===== config.mk =====
export PLATFORM = sky130hd
export DESIGN_NAME = vga_sync_565
export DESIGN_NICKNAME = d
export VERILOG_FILES = /design/src/rtl/vga_timing_pkg.sv /design/src/rtl/sync_delay_line.sv /design/src/rtl/vga_sync_565.sv
export SDC_FILE = /design/constraint.sdc
export NUM_CORES = 1
export LEC_CHECK = 0
export ABC_AREA = 1
export BUFFER_PORTS_ARGS = -buffer_cell sky130_fd_sc_hd__buf_2
export CORE_MARGIN = 5
export CORE_UTILIZATION = 47
export CTS_CLUSTER_SIZE = 25
export DETAILED_ROUTE_END_ITERATION = 10
export HOLD_SLACK_MARGIN = 0.06
export PLACE_DENSITY = 0.76
export SLEW_MARGIN = 20
export SYNTH_ARGS = -nofsm -noshare
export SYNTH_HDL_FRONTEND = slang
export SYNTH_SLANG_ARGS = --single-unit

===== constraint.sdc =====
create_clock -name iClk -period 1.2 [get_ports iClk]
set_input_delay 0.24 -clock iClk [delete_from_list [all_inputs] [get_ports iClk]]
set_output_delay 0.24 -clock iClk [all_outputs]
set_load 0.02 [all_outputs]

===== src/rtl/vga_timing_pkg.sv =====
// Default 640x480@60 timing, derived sync window bounds and shared types
// for the VGA sync stage.
package vga_timing_pkg;

  localparam int DEF_H_ACTIVE = 640;
  localparam int DEF_H_FP     = 16;
  localparam int DEF_H_SYNC   = 96;
  localparam int DEF_H_BP     = 48;
  localparam int DEF_V_ACTIVE = 480;
  localparam int DEF_V_FP     = 10;
  localparam int DEF_V_SYNC   = 2;
  localparam int DEF_V_BP     = 33;

  localparam int DEF_H_TOTAL  = DEF_H_ACTIVE + DEF_H_FP + DEF_H_SYNC + DEF_H_BP;
  localparam int DEF_V_TOTAL  = DEF_V_ACTIVE + DEF_V_FP + DEF_V_SYNC + DEF_V_BP;
  localparam int DEF_HS_START = DEF_H_ACTIVE + DEF_H_FP;
  localparam int DEF_HS_END   = DEF_HS_START + DEF_H_SYNC;
  localparam int DEF_VS_START = DEF_V_ACTIVE + DEF_V_FP;
  localparam int DEF_VS_END   = DEF_VS_START + DEF_V_SYNC;

  localparam logic [15:0] RGB565_BLACK = 16'h0000;

  // Control bits that travel alongside the upstream pixel pipeline.
  typedef struct packed {
    logic hs;
    logic vs;
    logic req;
  } ctrl_t;

  function automatic logic sync_level(input logic asserted, input bit pol);
    return asserted ? pol : ~pol;
  endfunction

endpackage


===== src/rtl/sync_delay_line.sv =====
// Enable-gated shift register with async active-low clear; DEPTH=0 is a wire.
module sync_delay_line #(
  parameter int DEPTH = 1,
  parameter int WIDTH = 3
) (
  input  logic             clk,
  input  logic             rst_n,
  input  logic             en,
  input  logic [WIDTH-1:0] d,
  output logic [WIDTH-1:0] q
);

  if (DEPTH == 0) begin : g_wire
    assign q = d;
  end else begin : g_regs
    logic [WIDTH-1:0] stage [DEPTH];

    always_ff @(posedge clk or negedge rst_n) begin
      if (!rst_n) begin
        for (int i = 0; i < DEPTH; i++) stage[i] <= '0;
      end else if (en) begin
        stage[0] <= d;
        for (int i = 1; i < DEPTH; i++) stage[i] <= stage[i-1];
      end
    end

    assign q = stage[DEPTH-1];
  end

endmodule


===== src/rtl/vga_sync_565.sv =====
// VGA timing generator: requests pixel coordinates upstream and emits
// DE-aligned RGB565 with syncs delayed to match the upstream latency.
module vga_sync_565
  import vga_timing_pkg::*;
#(
  parameter int H_ACTIVE = DEF_H_ACTIVE,
  parameter int H_FP     = DEF_H_FP,
  parameter int H_SYNC   = DEF_H_SYNC,
  parameter int H_BP     = DEF_H_BP,
  parameter int V_ACTIVE = DEF_V_ACTIVE,
  parameter int V_FP     = DEF_V_FP,
  parameter int V_SYNC   = DEF_V_SYNC,
  parameter int V_BP     = DEF_V_BP,
  parameter bit SYNC_POL = 1'b0,
  parameter int PIPE_DLY = 1,
  parameter int CNT_W    = 10
) (
  input  logic             iClk,
  input  logic             iRst_n,
  input  logic             iEn,
  input  logic [15:0]      iRGB_565,
  output logic [CNT_W-1:0] oX,
  output logic [CNT_W-1:0] oY,
  output logic             oReq,
  output logic             oHSync,
  output logic             oVSync,
  output logic             oDE,
  output logic [15:0]      oRGB_565,
  output logic             oFrameStart
);

  localparam int H_TOTAL  = H_ACTIVE + H_FP + H_SYNC + H_BP;
  localparam int V_TOTAL  = V_ACTIVE + V_FP + V_SYNC + V_BP;
  localparam int HS_START = H_ACTIVE + H_FP;
  localparam int HS_END   = HS_START + H_SYNC;
  localparam int VS_START = V_ACTIVE + V_FP;
  localparam int VS_END   = VS_START + V_SYNC;

  if (H_TOTAL > (1 << CNT_W) || V_TOTAL > (1 << CNT_W)) begin : g_bad_cnt_w
    $error("vga_sync_565: H_TOTAL-1 or V_TOTAL-1 does not fit in CNT_W bits");
  end
  if (PIPE_DLY < 0 || PIPE_DLY > 7) begin : g_bad_dly
    $error("vga_sync_565: PIPE_DLY must lie in 0..7");
  end

  localparam logic [CNT_W-1:0] H_LAST   = CNT_W'(H_TOTAL - 1);
  localparam logic [CNT_W-1:0] V_LAST   = CNT_W'(V_TOTAL - 1);
  localparam logic [CNT_W-1:0] H_ACT_C  = CNT_W'(H_ACTIVE);
  localparam logic [CNT_W-1:0] V_ACT_C  = CNT_W'(V_ACTIVE);
  localparam logic [CNT_W-1:0] HS_BEG_C = CNT_W'(HS_START);
  localparam logic [CNT_W-1:0] HS_END_C = CNT_W'(HS_END);
  localparam logic [CNT_W-1:0] VS_BEG_C = CNT_W'(VS_START);
  localparam logic [CNT_W-1:0] VS_END_C = CNT_W'(VS_END);

  logic [CNT_W-1:0] h_cnt, v_cnt;
  logic             first_tick;
  logic             at_last;
  ctrl_t            ctrl_raw, ctrl_dly;

  assign at_last = (h_cnt == H_LAST) && (v_cnt == V_LAST);

  always_ff @(posedge iClk or negedge iRst_n) begin
    if (!iRst_n) begin
      h_cnt <= '0;
      v_cnt <= '0;
    end else if (iEn) begin
      if (h_cnt == H_LAST) begin
        h_cnt <= '0;
        v_cnt <= (v_cnt == V_LAST) ? '0 : v_cnt + CNT_W'(1);
      end else begin
        h_cnt <= h_cnt + CNT_W'(1);
      end
    end
  end

  // The first enabled tick after reset counts as a frame origin as well as
  // every tick that wraps the counters back to 0,0.
  always_ff @(posedge iClk or negedge iRst_n) begin
    if (!iRst_n) begin
      first_tick  <= 1'b1;
      oFrameStart <= 1'b0;
    end else begin
      oFrameStart <= iEn && (first_tick || at_last);
      if (iEn) first_tick <= 1'b0;
    end
  end

  assign oX   = h_cnt;
  assign oY   = v_cnt;
  assign oReq = (h_cnt < H_ACT_C) && (v_cnt < V_ACT_C);

  always_comb begin
    ctrl_raw     = '0;
    ctrl_raw.hs  = (h_cnt >= HS_BEG_C) && (h_cnt < HS_END_C);
    ctrl_raw.vs  = (v_cnt >= VS_BEG_C) && (v_cnt < VS_END_C);
    ctrl_raw.req = oReq;
  end

  sync_delay_line #(
    .DEPTH (PIPE_DLY),
    .WIDTH ($bits(ctrl_t))
  ) u_ctrl_dly (
    .clk   (iClk),
    .rst_n (iRst_n),
    .en    (iEn),
    .d     (ctrl_raw),
    .q     (ctrl_dly)
  );

  always_ff @(posedge iClk or negedge iRst_n) begin
    if (!iRst_n) begin
      oDE      <= 1'b0;
      oHSync   <= ~SYNC_POL;
      oVSync   <= ~SYNC_POL;
      oRGB_565 <= RGB565_BLACK;
    end else if (iEn) begin
      oDE      <= ctrl_dly.req;
      oHSync   <= sync_level(ctrl_dly.hs, SYNC_POL);
      oVSync   <= sync_level(ctrl_dly.vs, SYNC_POL);
      oRGB_565 <= ctrl_dly.req ? iRGB_565 : RGB565_BLACK;
    end
  end

endmodule


==> impl_metrics.json <==
{
  "ys_types": 26,
  "powerDensity_nw_per_um2": 1345,
  "num-nets-final": 409,
  "synth_top_area_share_pct": 47.76,
  "die_outline_area_um2": 6023,
  "finalCoreUtilization_pct": 79.77,
  "cellLeakagePower_nw": 1.812,
  "worst-path-max-fanout": 3,
  "max_freq_mhz": 631.9,
  "drv.max_cap_violation_count": 0,
  "syn_inst": 263,
  "global_route.overflow_total": 0,
  "postSynthRegisterBits": 44,
  "drv_slew": 0,
  "post_route_cells_drive_above_1_share_pct": 49.61,
  "globalRouteTotalUtil_pct": 21.93,
  "fp.dieH_um": 77.61,
  "grt_start_max_net_pins": 45,
  "antenna_found_initial": 0,
  "total_power_mw": 4.704,
  "first_pass_grt_wire_length_um": 10660,
  "syn-cell-area_um2": 2148,
  "setup.worst_path.class": "reg2out",
  "chip_width_um": 77.61,
  "path_clk_slew_ps": 90,
  "drcViolationCount": 0,
  "power.ir.vdd_worst_mv": 1.334,
  "synth_edf_count": 0,
  "timing.final.setup_violations": 36,
  "ctsRootBufferMaster": "sky130_fd_sc_hd__clkbuf_8",
  "start_util_pct": 49.00,
  "timing.final.crit_share_pct": 131.9,
  "largest_area_contributor_in_the_synthesized_netlist": "sky130_fd_sc_hd__dfrtp_1",
  "clk_path_buf_depth": 2,
  "drt-total-wl_um": 6793,
  "gp_congestion": 0.8512,
  "finClkSkew_ps": 9.528,
  "seq_area_frac_synth_pct": 51.43,
  "grt_pass1_vias": 2291,
  "grt_setup_unrepaired": "yes",
  "endpoint_kind": "output pin",
  "diodes": 0,
  "worstSetupStartpointType": "flip-flop",
  "worst_hold_slack_ps": 138.7,
  "slew_headroom_pct": 77.88,
  "timing.critical_path.required_ps": 960,
  "top_level_ports": 60,
  "ys_async_sr_fraction_pct": 100.0,
  "vias_per_cell": 5.150,
  "hold_violations": 0,
  "hpwl_after_detailed_placement_um": 4076,
  "portBuffers": 59,
  "worst-slew-pin-transition_ps": 328.3,
  "post_dp_cell_area_um2": 2833,
  "outcome": "complete, but fails checks",
  "finalCriticalPeriod_ps": 1583,
  "row_count": 24,
  "first_pass_iters": 4,
  "synth_most_common_cell": "sky130_fd_sc_hd__nand2_1",
  "violations": "setup timing",
  "yosys-top-cells-count": "76 x sky130_fd_sc_hd__nand2_1, 41 x sky130_fd_sc_hd__dfrtp_1, 32 x sky130_fd_sc_hd__nand3_1, 27 x sky130_fd_sc_hd__inv_1, 24 x sky130_fd_sc_hd__nor2_1",
  "cts_num_sinks": 44,
  "dr_vias": 2261,
  "synth.avg_cell_area_um2": 8.168,
  "synth-main-ff-cell": "sky130_fd_sc_hd__dfrtp_1",
  "area_delta_synth_final_pct": 62.78,
  "synth_area_leaders": "sky130_fd_sc_hd__dfrtp_1 48%, sky130_fd_sc_hd__nand2_1 13%, sky130_fd_sc_hd__nand3_1 7.5%",
  "cts-buffers-inserted": 5,
  "htreeDepth": 2,
  "critical_path_arrival_ps": 1340,
  "number_of_warnings_issued_by_yosys": 0,
  "tritoncts_clock_tree": "yes",
  "post-route-cell-area_um2": 3497,
  "worstSkewPairLatency_ps": 310,
  "wl_per_cell_um": 15.47,
  "worst_hold_path_type": "in2reg",
  "drt_iter0_markers": 136,
  "final.setup.worst_slack_ps": -382.6,
  "post_route_antenna_net_violation_count": 0,
  "core_um2": 4384,
  "syn-num-nets": 286
}
[placed cells by master, fill, tap and decap left out, types with 2 or more instances in the layout]
cell type,count
sky130_fd_sc_hd__nand2_1,68
sky130_fd_sc_hd__buf_6,44
sky130_fd_sc_hd__buf_2,39
sky130_fd_sc_hd__buf_4,37
sky130_fd_sc_hd__dfrtp_1,30
sky130_fd_sc_hd__nand3_1,23
sky130_fd_sc_hd__inv_1,21
sky130_fd_sc_hd__nor2_1,15
sky130_fd_sc_hd__o21ai_1,11
sky130_fd_sc_hd__dfrtp_2,11
sky130_fd_sc_hd__nand3_2,9
sky130_fd_sc_hd__nand2_2,8
sky130_fd_sc_hd__nand4_1,8
sky130_fd_sc_hd__nor2_2,7
sky130_fd_sc_hd__inv_2,6
sky130_fd_sc_hd__o21ai_0,6
sky130_fd_sc_hd__clkbuf_8,6
sky130_fd_sc_hd__nor2_4,5
sky130_fd_sc_hd__xor2_1,5
sky130_fd_sc_hd__inv_4,3
sky130_fd_sc_hd__dfstp_2,3
sky130_fd_sc_hd__buf_12,3
sky130_fd_sc_hd__nor3_1,2
sky130_fd_sc_hd__ha_4,2
sky130_fd_sc_hd__ha_1,2
[report_power, final]
part           internal, mW  leakage (nW)  total, mW  switching [mW]
Clock                 0.468        0.0445      0.991           0.523
Combinational         0.917          1.24       1.85           0.929
Sequential             1.68         0.531       1.87           0.189
Total                  3.06          1.81       4.70            1.64
[metal layers]
metal	vias up	wire (µm)	GRT usage, %
li1	1083	-	-
met1	1095	2718	26.10
met2	60	3584	37.81
met3	23	290	5.093
met4	0	200	9.107
met5	-	0	0
[state kept, by name, indices dropped and copies added, names as in the netlist]
signal	count
oFrameStart	1
oDE	1
oVSync	1
oRGB_565	16
oX	10
u_ctrl_dly.q	3
first_tick	1
oY	10
oHSync	1
[path summary, 6_finish.rpt]
check,from,cells past startpoint,endpoint,slack [ps]
hold / removal,iRGB_565[12],3,oRGB_565[12]$_DFFE_PN0P_,140
hold reg to reg,u_ctrl_dly.q[2]$_DFFE_PN0P_,1,oHSync$_DFFE_PN1P_,430
min in group asynchronous,iRst_n,3,oRGB_565[4]$_DFFE_PN0P_,430
max in group asynchronous,iRst_n,3,first_tick$_DFFE_PN1P_,490
setup reg to reg,oX[0]$_DFFE_PN0P_,7,oY[7]$_DFFE_PN0P_,-280
setup / recovery,oY[6]$_DFFE_PN0P_,6,oReq,-380
[cells by family after synthesis]
family,synth area share [%]
and+or+nand+nor,32.21
AOI/OAI and AO/OA,4.601
buffers and inverters,7.397
DFF,51.43
xor gates and xnor gates,2.038
adders and majority gates,2.330
[critical path, cell delays in order (launching register included)]
cell	delay, ps
sky130_fd_sc_hd__dfrtp_1	400
sky130_fd_sc_hd__nand2_2	110
sky130_fd_sc_hd__nor2_4	50
sky130_fd_sc_hd__nand2_2	80
sky130_fd_sc_hd__nand4_1	170
sky130_fd_sc_hd__inv_2	110
sky130_fd_sc_hd__buf_6	120
[cell type report]
| cell class | instances | area, µm² |
|---|---|---|
| clock inverter | 1 | 7.507 |
| inverter | 30 | 120.1 |
| clock buffer | 7 | 86.33 |
| fill | 278 | 887.1 |
| timing repair buffer | 125 | 1064 |
| tap | 52 | 65.06 |
| multi-input combinational | 180 | 1036 |
| sequential | 44 | 1119 |
[through the flow]
step	std cells	TNS [ps]	worst slack (ps)
after global placement	406	-641.7	-75.10
after floorplan	263	-1252	-132.6
final	439	-5030	-382.6
after global routing	439	-6948	-437.9
after detailed placement	406	-1129	-118.9
after CTS	431	-3952	-335.8
[what timing repair did]
action | CTS | global route
cloned | 1 | 0
endpoints found under the setup margin | 37 | 43
hold buffers | 1 | 0
pin swaps | 10 | 6
hold endpoints to repair | 41 | 0
gates resized for setup | 75 | 42
buffers inserted | 17 | 13
Power figures use the tool's default switching activity.
